### config.mk
export PLATFORM = sky130hd
export DESIGN_NAME = ast_drain_v
export DESIGN_NICKNAME = d
export VERILOG_FILES = /design/src/rtl/ast_pkg.sv /design/src/rtl/ast_drain_v.sv
export SDC_FILE = /design/constraint.sdc
export NUM_CORES = 1
export LEC_CHECK = 0
export CAP_MARGIN = 20
export CORE_MARGIN = 3
export CORE_UTILIZATION = 46
export DETAILED_ROUTE_END_ITERATION = 10
export PLACE_DENSITY = 0.77
export SLEW_MARGIN = 10
export SYNTH_ARGS = -nofsm -noshare
export SYNTH_HDL_FRONTEND = slang
export SYNTH_SLANG_ARGS = --single-unit
### constraint.sdc
create_clock -name clk -period 1.5 [get_ports clk]
set_input_delay 0.375 -clock clk [delete_from_list [all_inputs] [get_ports clk]]
set_output_delay 0.375 -clock clk [all_outputs]
set_load 0.02 [all_outputs]
### src/rtl/ast_pkg.sv
// Shared constants and FSM encoding for the systolic-row result path.
// Imported by the drain unit and by the array top / MAC PE instantiation.
package ast_pkg;

    localparam int AST_DATAWIDTH = 16;
    localparam int AST_NUM_PE    = 4;

    typedef enum logic {
        ST_IDLE  = 1'b0,
        ST_DRAIN = 1'b1
    } ast_state_e;

endpackage

### src/rtl/ast_drain_v.sv
// Result-drain unit: snapshots NUM_PE accumulators on capture and serializes
// them one word per valid/ready handshake, so the array can restart at once.
module ast_drain_v
    import ast_pkg::*;
#(
    parameter int DATAWIDTH = AST_DATAWIDTH,
    parameter int ACCWIDTH  = 2*DATAWIDTH,
    parameter int NUM_PE    = AST_NUM_PE,
    parameter int IDXWIDTH  = $clog2(NUM_PE)
) (
    input  logic                       clk,
    input  logic                       reset,
    input  logic [NUM_PE*ACCWIDTH-1:0] acc_in,
    input  logic                       capture,
    output logic                       capture_ack,
    output logic [ACCWIDTH-1:0]        out_data,
    output logic [IDXWIDTH-1:0]        out_index,
    output logic                       out_last,
    output logic                       out_valid,
    input  logic                       out_ready,
    output logic                       busy,
    output logic                       overrun
);

    ast_state_e          r_state;
    logic [ACCWIDTH-1:0] r_buf [NUM_PE];
    logic [IDXWIDTH-1:0] r_idx;
    logic                r_ack;
    logic                r_overrun;

    logic w_drain;
    logic w_last_idx;
    logic w_xfer;
    logic w_final_xfer;

    assign w_drain      = (r_state == ST_DRAIN);
    assign w_last_idx   = (r_idx == IDXWIDTH'(NUM_PE-1));
    assign w_xfer       = w_drain && out_ready;
    assign w_final_xfer = w_xfer && w_last_idx;

    always_ff @(posedge clk or negedge reset) begin
        if (!reset) begin
            r_state   <= ST_IDLE;
            r_idx     <= '0;
            r_ack     <= 1'b0;
            r_overrun <= 1'b0;
            for (int k = 0; k < NUM_PE; k++) begin
                r_buf[k] <= '0;
            end
        end else begin
            r_ack <= 1'b0;
            case (r_state)
                ST_IDLE: begin
                    if (capture) begin
                        for (int k = 0; k < NUM_PE; k++) begin
                            r_buf[k] <= acc_in[k*ACCWIDTH +: ACCWIDTH];
                        end
                        r_idx   <= '0;
                        r_ack   <= 1'b1;
                        r_state <= ST_DRAIN;
                    end
                end
                ST_DRAIN: begin
                    // A capture coinciding with the final beat reloads without a bubble.
                    if (w_final_xfer) begin
                        r_idx <= '0;
                        if (capture) begin
                            for (int k = 0; k < NUM_PE; k++) begin
                                r_buf[k] <= acc_in[k*ACCWIDTH +: ACCWIDTH];
                            end
                            r_ack <= 1'b1;
                        end else begin
                            r_state <= ST_IDLE;
                        end
                    end else begin
                        if (w_xfer) begin
                            r_idx <= r_idx + IDXWIDTH'(1);
                        end
                        if (capture) begin
                            r_overrun <= 1'b1;
                        end
                    end
                end
                default: begin
                    r_state <= ST_IDLE;
                    r_idx   <= '0;
                end
            endcase
        end
    end

    assign out_valid   = w_drain;
    assign busy        = w_drain;
    assign out_data    = r_buf[r_idx];
    assign out_index   = r_idx;
    assign out_last    = w_drain && w_last_idx;
    assign capture_ack = r_ack;
    assign overrun     = r_overrun;

endmodule

---- Yosys cells after proc, flatten, opt, wreduce, memory -nomap -nowiden ----
Cells that the tools add are included.
word-level totals
  flip-flop bits (word level) ............. 133
  word-level logic and storage cells ...... 37
  output and inout bits ................... 39
  bits of input ports ..................... 132
cells by class
  bitwise gates (word level) .............. 3
  equal/unequal tests ..................... 4
  multiplexer cells ....................... 15
  add/sub/neg operators ................... 1
  reductions and logical operators ........ 5
  magnitude comparators ................... 1
operator list
  cell                   count
  $mux W128              2
  $pmux W128 S2          1
  $bmux W32 S2           1
  $mux W32               2
  $mux W2                3
  $pmux W1 S2            2
  $pmux W2 S2            1
  $ge A3 B3 Y1 const B   1
  $logic_and A1 B1 Y1    3
  $mux W1                3
  $ne A3 B1 Y1 const B   1
  $not A2 Y3             1
  $reduce_and A3 Y1      1
  $add A2 B1 Y2 const B  1
  $eq A2 B2 Y1 const B   1
  $ne A2 B1 Y1 const B   1
  $ne A2 B2 Y1 const B   1
  $not A1 Y1             2
  $reduce_and A2 Y1      1

---- Logic depth before layout (Yosys ltp) ----
Gate-level depths: netlist of the first run.
  depth in word-level cells ............... 4
  depth in mapped cells ................... 5

---- Worst setup path after synthesis of the first run ----
Ideal clock, no wire load.
  path kind ............................... reg2out
  start ................................... register r_idx[0] (netlist: out_index[0])
  end ..................................... output out_data[10]
  data required time ...................... 1.125 ns
  arrival ................................. 1.518 ns
  cell stages (with the launch flop) ...... 4
  path slack .............................. -0.393 ns
  cell sequence ........................... dfrtp_1 buf_2 buf_4 mux4_2
between the ends
  word-level cells in the longest chain between the ends .. 4
RTL lines
  item                                         RTL line           source
  start: declaration                           ast_drain_v.sv:27  logic [IDXWIDTH-1:0] r_idx;
  start signal: assignment                     ast_drain_v.sv:77  r_idx <= r_idx + IDXWIDTH'(1);
  $not A2 Y3 (not written as such)             ast_drain_v.sv:94  assign out_data = r_buf[r_idx];
  $bmux W32 S2                                 ast_drain_v.sv:94
  $mux W32 (not written as such) (2 in a row)  ast_drain_v.sv:94
  end: declaration                             ast_drain_v.sv:16  output logic [ACCWIDTH-1:0] out_data,
Every way passes these cells. The select of a mux whose other input is x is not followed.

---- Worst setup path after layout of the first run ----
Ends and elaborated chain as after synthesis.

==> results.json, run 1 <==
{
  "status": "finished with violations",
  "violations": "negative setup slack",
  "r2r_start": "out_index[0]$_DFFE_PN0P_",
  "regArea_um2": 3330,
  "syn-cell-area_um2": 7540,
  "synth.net_count": 762,
  "path_class": "reg2out",
  "antenna_left": 0,
  "critPathMaxStageDelay_ps": 530,
  "syn_inst": 629,
  "power_density_nw_per_um2": 2070,
  "r2r_end": "r_buf[40]$_DFFE_PN0P_",
  "tns_ps": -88920,
  "fin_crit_sh": 1.47,
  "yosys-top-cells-area": "dfrtp_1, o32ai_2, mux4_2, nand2_1, inv_1",
  "cts_root_buffer": "clkbuf_16",
  "via_count": 6087,
  "ys_types": 21,
  "die_area_um2": 18000,
  "slowest_stage": "mux4_2",
  "cts.sinks": 133,
  "num-fill-cells": 1008,
  "final_area_um2": 11500,
  "cts_buffer_depth": 2,
  "slew_violations": 0,
  "final.setup.worst_slack_ps": -701,
  "synth_top_family_by_area": "compound AO/OA/AOI/OAI gates",
  "first_global_vias": 6284,
  "drive_above_1_share": 0.381,
  "place.gp.congestion": 0.871,
  "drc_errors": 0,
  "cp.required_ps": 1120,
  "dr.pass1.iters": 5,
  "max_freq_mhz": 454,
  "fin_worst_skew_ps": 9.55,
  "synthSimpleGateAreaFrac": 0.0721,
  "synth_adder_area_share": 0.00166,
  "ys_ff_latch": 133,
  "yosys.area.top_type": "dfrtp_1",
  "leakage_uw": 0.00500,
  "syn_avg_cell_area_um2": 12.0,
  "fin_util": 0.723,
  "worstRegToRegCells": 9,
  "worst_pin_slew_ps": 457,
  "crit_buf_inv": 3,
  "dr.first_iter.drc_count": 415,
  "grt.total_usage": 0.242,
  "port_buffers": 170,
  "cts_tree": "built",
  "timing.reg2reg.setup_slack_ps": -600,
  "wl_per_cell_um": 22.2,
  "grt_max_degree": 74,
  "io_pins": 171,
  "diodes": 0,
  "layout.nets": 973,
  "numCtsBuffers": 17,
  "clkTransAtPathRegs_ps": 60,
  "die_h_um": 134,
  "yosysTopAreaCellShare": 0.442,
  "multi_input_area_um2": 3800,
  "cap_violations": 0,
  "worstHoldPathType": "in2async",
  "max_slew_margin": 0.696,
  "power_uw": 23900,
  "fp-row-count": 46,
  "vias_per_cell": 5.70,
  "critPathArrivalTime_ps": 1830,
  "antenna_found_initial": 1,
  "syn_to_final_growth_pct": 53.0,
  "yosysSeqAreaShare": 0.442,
  "die_x_um": 134,
  "setup_viol": 168,
  "grt_pass1_wl_um": 34100,
  "hold_violations": 0,
  "cp_cell_sequence": "buf_4, buf_12, mux4_2, buf_2",
  "cp-end-kind": "output port",
  "path_max_fanout": 10,
  "peakVddDrop_mv": 1.15,
  "placed_area_um2": 9700,
  "start_util": 0.473,
  "drt_wl_total_um": 23700,
  "critPathTopFamily": "multiplexers",
  "grt-ovfl-total": 0,
  "synth_compound_area_frac": 0.273,
  "period_minus_slack_ps": 2200,
  "rsz0062_at_grt": "yes",
  "synth_warnings": 0,
  "coreArea_um2": 15900,
  "synth.mux.area_fraction": 0.0956,
  "hpwl_um": 13700,
  "start_kind": "flip-flop",
  "clock_latency_ps": 420,
  "synth_xor_area_frac": 0,
  "htreeDepth": 4
}
## logic make-up (layout without fill, tap and decap cells)
logic type	Yosys count	count (layout)
muxes	32	32
DFF	133	133
and+or+nand+nor	137	138
AOI/OAI and AO/OA	132	132
buffers and inverters	194	416
adders and majority gates	1	1
## stage by stage
step,hold slack [ps],instances,setup WS [ps]
2_1_floorplan,79.4,629,-188
3_3_place_gp,254,993,-576
3_5_place_dp,260,993,-611
4_1_cts,382,1036,-816
5_1_grt,404,1068,-775
6_report,390,1068,-701
## registers in the layout, summed over array words and instances, names as in the netlist
name,flops
busy,1
capture_ack,1
out_index,2
overrun,1
r_buf,128
## area by class of cell
cell class              count  share of cell area
clock buffers              18              0.0381
clock inverters            13              0.0138
inverters                 128              0.0417
multi-input cells         303               0.330
flip-flops and latches    133               0.289
well taps                 216              0.0234
repair buffers            257               0.264
## per-layer routing
metal | routed length (um) | global-route usage | part of all wire | up-vias
met5 | 13 | 0 | 0.00055 | -
met4 | 598 | 0.0697 | 0.025 | 2
li1 | - | - | - | 2655
met2 | 12400 | 0.410 | 0.52 | 274
met1 | 8970 | 0.309 | 0.38 | 3107
met3 | 1730 | 0.0615 | 0.073 | 49
## power by group
group / leakage, uW / internal [uW] / switching, uW
Sequential: 0.00162 / 5350 / 1190
Combinational: 0.00309 / 7380 / 5650
Clock: 0.000288 / 2640 / 1640
## Yosys cell counts
cell / number
dfrtp_1: 133
nand2_1: 129
inv_1: 128
o32ai_2: 120
mux4_2: 32
buf_2: 29
buf_4: 19
clkbuf_1: 13
o32ai_1: 8
buf_6: 5
a31o_2: 2
nor2b_1: 2
a21boi_2: 1
a21o_1: 1
and2_1: 1
and3_1: 1
and3_4: 1
ha_1: 1
nand2b_1: 1
nor4bb_1: 1
or2_1: 1
## how the worst max path moves through the flow
| stage | from | end | slack, ps | cells after the start |
|---|---|---|---|---|
| 4_1_cts | out_index[0]$_DFFE_PN0P_ | out_data[20] | -820 | 3 |
| 6_report | out_index[0]$_DFFE_PN0P_ | out_data[10] | -700 | 4 |
| 2_1_floorplan | out_index[0]$_DFFE_PN0P_ | out_data[10] | -190 | 3 |
| 5_1_grt | out_index[0]$_DFFE_PN0P_ | out_data[8] | -780 | 4 |
| 3_3_place_gp | out_index[0]$_DFFE_PN0P_ | out_data[9] | -580 | 3 |
| 3_5_place_dp | out_index[0]$_DFFE_PN0P_ | out_data[4] | -610 | 3 |
## placed cells by master (no fill, tap or decap), drive strengths merged, types with 3 or more instances in the layout
cell	count
and3	3
o32ai	128
clkinvlp	3
mux4	32
dfrtp	133
clkdlybuf4s50	129
clkinv	7
clkbuf	43
nand2	129
inv	128
buf	99
bufinv	3
## timing repair
action                                  CTS  global route
endpoints found under the setup margin  170           171
pin swaps                                 0             2
gates resized for setup                 139           109
hold buffers                              1             0
buffers inserted                          2            20
endpoints found under the hold margin    20             0
cloned                                    9            14
No activity file was read; power rests on OpenSTA's default activity.
==> inputs of run 2 (changes only) <==
--- a/config.mk
+++ b/config.mk
@@ -5,11 +5,13 @@
 export SDC_FILE = /design/constraint.sdc
 export NUM_CORES = 1
 export LEC_CHECK = 0
+export ABC_CLOCK_PERIOD_IN_PS = 2750
 export CAP_MARGIN = 20
 export CORE_MARGIN = 3
-export CORE_UTILIZATION = 46
+export CORE_UTILIZATION = 55
 export DETAILED_ROUTE_END_ITERATION = 10
-export PLACE_DENSITY = 0.77
+export GPL_TIMING_DRIVEN = 0
+export PLACE_DENSITY = 0.86
 export SLEW_MARGIN = 10
 export SYNTH_ARGS = -nofsm -noshare
 export SYNTH_HDL_FRONTEND = slang
==> constraint.sdc (replaced) <==
create_clock -name clk -period 2.75 [get_ports clk]
set_input_delay 0.6875 -clock clk [delete_from_list [all_inputs] [get_ports clk]]
set_output_delay 0.6875 -clock clk [all_outputs]
set_load 0.02 [all_outputs]
==> run 2 against run 1 <==
Compared with the run above:
- the run now ends clean
- die area is 16% lower
- via count is 2.3% lower
- flip-flop and latch count stayed put
- power is 53% lower
- global-route usage is 5.3 points higher
- sequential power is 47% lower
- largest cell class unchanged
==> results.json, run 2 (synthesis results as in run 1) <==
{
  "cap_violations": 0,
  "crit_buf_inv": 3,
  "first_global_vias": 6297,
  "path_class": "reg2out",
  "cp.required_ps": 2060,
  "instances_no_fill": 1008,
  "setup_viol": 0,
  "worstRegToRegCells": 6,
  "htreeDepth": 4,
  "rsz0062_at_grt": "yes",
  "numCtsBuffers": 17,
  "drive_above_1_share": 0.290,
  "critPathMaxStageDelay_ps": 530,
  "max_slew_margin": 0.567,
  "final_area_um2": 10000,
  "die_area_um2": 15100,
  "dr.first_iter.drc_count": 545,
  "cts_tree": "built",
  "peakVddDrop_mv": 0.822,
  "grt.total_usage": 0.295,
  "place.gp.congestion": 0.837,
  "via_count": 5948,
  "critical_path_depth": 4,
  "clock_latency_ps": 430,
  "max_freq_mhz": 370,
  "layout.nets": 953,
  "dr.pass1.iters": 5,
  "fin_worst_skew_ps": 5.76,
  "slew_violations": 0,
  "period_minus_slack_ps": 2700,
  "worst_pin_slew_ps": 650,
  "fp-row-count": 42,
  "grt_pass1_wl_um": 33000,
  "path_max_fanout": 10,
  "power_density_nw_per_um2": 1130,
  "diodes": 0,
  "cts_buffer_depth": 2,
  "placed_area_um2": 9480,
  "power_uw": 11300,
  "die_x_um": 123,
  "vias_per_cell": 5.90,
  "io_pins": 171,
  "hold_buffers": 0,
  "clkTransAtPathRegs_ps": 50,
  "regMostFlops": "r_buf",
  "drt_wl_total_um": 21600,
  "wl_per_cell_um": 21.4,
  "cp_cell_sequence": "buf_6, buf_12, mux4_2, dlygate4sd2_1",
  "antenna_found_initial": 0,
  "worstHoldPathType": "in2async",
  "drc_errors": 0,
  "slowest_stage": "mux4_2",
  "tns_ps": 0,
  "port_buffers": 169,
  "cts_root_buffer": "clkbuf_16",
  "antenna_left": 0,
  "hold_violations": 0,
  "place_inst": 975,
  "fin_util": 0.754,
  "cts.sinks": 133,
  "critPathArrivalTime_ps": 2020,
  "start_util": 0.567,
  "syn_to_final_growth_pct": 33.1,
  "largest_reg_flops": 128,
  "grt_max_degree": 75,
  "critPathTopFamily": "buffers and inverters",
  "final_cell_mix": "clkdlybuf4s50_1, dfrtp_1, nand2_1, inv_1, o32ai_2",
  "hpwl_um": 15100,
  "die_h_um": 123,
  "fin_crit_sh": 0.983,
  "grt-ovfl-total": 0,
  "leakage_uw": 0.00451,
  "coreArea_um2": 13300,
  "layout_commonest_cell": "clkdlybuf4s50_1",
  "status": "finished, final reports clean",
  "start_kind": "flip-flop",
  "cp-end-kind": "output port"
}
==> run 2: layer usage <==
| metal | vias to the layer above | track usage | part of all wire |
|---|---|---|---|
| met4 | 0 | 0.148 | 0.037 |
| li1 | 2592 | - | - |
| met2 | 301 | 0.494 | 0.51 |
| met3 | 68 | 0.0595 | 0.074 |
| met5 | - | 0 | 0 |
| met1 | 2987 | 0.366 | 0.38 |
==> run 2: worst paths after layout <==
kind                                          startpoint                     end  slack (ps)
worst min register to register       overrun$_DFFE_PN0P_     overrun$_DFFE_PN0P_         500
max in group asynchronous                          reset  r_buf[112]$_DFFE_PN0P_        1770
worst max register to register  out_index[0]$_DFFE_PN0P_   r_buf[45]$_DFFE_PN0P_         850
worst min-delay path                               reset   r_buf[96]$_DFFE_PN0P_         240
min in group clk                     overrun$_DFFE_PN0P_     overrun$_DFFE_PN0P_         500
worst max-delay path            out_index[0]$_DFFE_PN0P_            out_data[23]          50
==> run 2: per-stage QoR <==
step / setup slack [ps] / hold WS, ps
after floorplan: 544 / 392
after global placement: -4060 / 481
after detailed placement: 5.72 / 495
after CTS: -2.67 / 256
after global routing: -1.68 / 268
final: 46.4 / 237
==> run 2: worst reg2reg max path, stage by stage (launching register included) <==
cell and delay (ps):
dfrtp_1 390, buf_4 150, ha_1 250, a21boi_2 260, buf_4 200, buf_2 370
o32ai_2 150
==> run 2: power by group <==
part	total (uW)	switching (uW)	leakage, uW	internal (uW)
logic	5760	2690	0.00262	3070
clock network	2070	809	0.000267	1260
registers	3490	571	0.00162	2910
==> run 2: final cells by class <==
type,instances,area [um^2]
Fill cell,873,3260
Inverter,128,480
Clock buffer,27,513
Buffer,66,433
Tap cell,176,220
Sequential cell,133,3330
Multi-Input combinational cell,302,3330
Timing Repair Buffer,172,1700
Clock inverter,4,20.0
==> run 2: what timing repair did <==
action,in CTS,in global routing
buffers inserted,2,0
resized for setup,39,10
setup endpoints to repair,32,21
==> inputs of run 3 (changes only) <==
--- a/config.mk
+++ b/config.mk
@@ -5,13 +5,13 @@
 export SDC_FILE = /design/constraint.sdc
 export NUM_CORES = 1
 export LEC_CHECK = 0
-export ABC_CLOCK_PERIOD_IN_PS = 2750
+export ABC_CLOCK_PERIOD_IN_PS = 2300
 export CAP_MARGIN = 20
 export CORE_MARGIN = 3
-export CORE_UTILIZATION = 55
+export CORE_UTILIZATION = 46
 export DETAILED_ROUTE_END_ITERATION = 10
 export GPL_TIMING_DRIVEN = 0
-export PLACE_DENSITY = 0.86
+export PLACE_DENSITY = 0.77
 export SLEW_MARGIN = 10
 export SYNTH_ARGS = -nofsm -noshare
 export SYNTH_HDL_FRONTEND = slang
==> constraint.sdc (replaced) <==
create_clock -name clk -period 2.3 [get_ports clk]
set_input_delay 0.575 -clock clk [delete_from_list [all_inputs] [get_ports clk]]
set_output_delay 0.575 -clock clk [all_outputs]
set_load 0.02 [all_outputs]
==> run 3 against run 2 <==
Compared with the run above:
- the flow now finishes with violations (negative setup slack)
- combinational power rose by 28%
- cell area grew 2.4%
- flip-flop and latch count stayed put
- register-to-register slack got worse by 370 ps
- global-route usage down 4.6 points
- wire length decreased by 0.54%
- critical path depth rose by 1
- via count shrank 2.8%
- final cell count rose by 4.8%
- die area rose by 19%
- largest cell class unchanged
- largest power group unchanged
==> results.json, run 3 (synthesis results as in run 1) <==
{
  "wl_per_cell_um": 20.3,
  "final.setup.worst_slack_ps": -148,
  "die_h_um": 134,
  "period_minus_slack_ps": 2450,
  "first_global_vias": 6380,
  "violations": "negative setup slack",
  "num-fill-cells": 1216,
  "r2r_start": "out_index[0]$_DFFE_PN0P_",
  "worstHoldPathType": "in2async",
  "rsz0062_at_grt": "yes",
  "status": "finished with violations",
  "r2r_end": "r_buf[90]$_DFFE_PN0P_",
  "peakVddDrop_mv": 0.847,
  "slew_violations": 0,
  "timing.reg2reg.setup_slack_ps": 480,
  "coreArea_um2": 15900,
  "fp-row-count": 46,
  "layout.nets": 960,
  "cts_tree": "built",
  "path_class": "reg2out",
  "leakage_uw": 0.00457,
  "setup_viol": 32,
  "hpwl_um": 15400,
  "grt-ovfl-total": 0,
  "grt.total_usage": 0.248,
  "cp-end-kind": "output port",
  "regMostFlops": "r_buf",
  "max_freq_mhz": 409,
  "hold_violations": 0,
  "drt_wl_total_um": 21500,
  "layout_commonest_cell": "clkdlybuf4s50_1",
  "die_x_um": 134,
  "largest_reg_flops": 128,
  "regArea_um2": 3330,
  "max_slew_margin": 0.544,
  "drc_errors": 0,
  "crit_end": "out_data[18]",
  "final_cell_mix": "clkdlybuf4s50_1, dfrtp_1, nand2_1, inv_1, o32ai_2",
  "worst_pin_slew_ps": 684,
  "drive_above_1_share": 0.338,
  "cts_buffer_depth": 2,
  "antenna_left": 0,
  "fin_crit_sh": 1.06,
  "cp.required_ps": 1730,
  "dr.first_iter.drc_count": 463,
  "worstSetupStartpoint": "out_index[0]$_DFFE_PN0P_",
  "tns_ps": -2100,
  "worstRegToRegCells": 6,
  "clock_latency_ps": 420,
  "start_util": 0.473,
  "numCtsBuffers": 17,
  "critPathArrivalTime_ps": 1870,
  "dr.pass1.iters": 5,
  "fin_util": 0.644,
  "clkTransAtPathRegs_ps": 60,
  "cts.sinks": 133,
  "grt_pass1_wl_um": 34200,
  "syn_to_final_growth_pct": 36.3,
  "diodes": 0,
  "antenna_found_initial": 0,
  "htreeDepth": 4,
  "power_density_nw_per_um2": 1400,
  "via_count": 5779,
  "start_kind": "flip-flop",
  "cts_root_buffer": "clkbuf_16",
  "fin_worst_skew_ps": 4.63,
  "io_pins": 171,
  "hold_buffers": 0,
  "cap_violations": 0,
  "vias_per_cell": 5.47,
  "die_area_um2": 18000,
  "grt_max_degree": 73,
  "port_buffers": 169,
  "place.gp.congestion": 0.838,
  "path_max_fanout": 7,
  "multi_input_area_um2": 3340
}
[run 3: routing by layer]
layer | GRT usage | wire [um] | vias up
li1 | - | - | 2605
met2 | 0.410 | 10900 | 215
met5 | 0 | 0 | -
met3 | 0.0506 | 1220 | 46
met4 | 0.103 | 629 | 0
met1 | 0.321 | 8720 | 2913
[run 3: layout make-up]
class / instances / area share
buffer: 66 / 0.0440
clock buffer: 21 / 0.0448
clock inverter: 11 / 0.0151
inverter: 128 / 0.0468
multi-input combinational: 302 / 0.325
sequential: 133 / 0.324
tap: 216 / 0.0263
timing repair buffer: 179 / 0.174
[run 3: metrics by stage]
stage               worst slack (ps)  hold WS [ps]  area, um^2  instances  total power (uW)
finish                          -148           164       10300       1056             14400
global route                    -197           221       10300       1056             15100
CTS                             -192           194       10200       1053             14100
detailed placement              -337           507        9530       1015             11300
global placement               -4420           496        9500       1014             11000
floorplan                        207           279        7540        629              8920
[run 3: repair_timing]
action / CTS / global route
setup endpoints to repair: 33 / 33
gates resized for setup: 135 / 56
pin swaps: 0 / 0
setup buffers: 6 / 3
[run 3: how the worst min path moves through the flow]
stage | from | to | depth (start not counted)
3_5_place_dp | overrun$_DFFE_PN0P_ | overrun$_DFFE_PN0P_ | 1
4_1_cts | reset | r_buf[126]$_DFFE_PN0P_ | 1
3_3_place_gp | overrun$_DFFE_PN0P_ | overrun$_DFFE_PN0P_ | 1
5_1_grt | reset | r_buf[65]$_DFFE_PN0P_ | 1
6_report | reset | r_buf[126]$_DFFE_PN0P_ | 1
2_1_floorplan | reset | busy$_DFF_PN0_ | 0
[run 3: power by group]
| part | switching [uW] | total, uW | leakage, uW | internal (uW) |
|---|---|---|---|---|
| sequential | 652 | 4130 | 0.00162 | 3480 |
| clock | 1000 | 2860 | 0.000310 | 1860 |
| combinational | 3300 | 7380 | 0.00264 | 4070 |
[run 3: worst max-delay path: stages, from the launching register on]
cell and delay (ps):
dfrtp_1 360, buf_6 160, buf_12 140, buf_12 100, mux4_2 520, buf_6 160
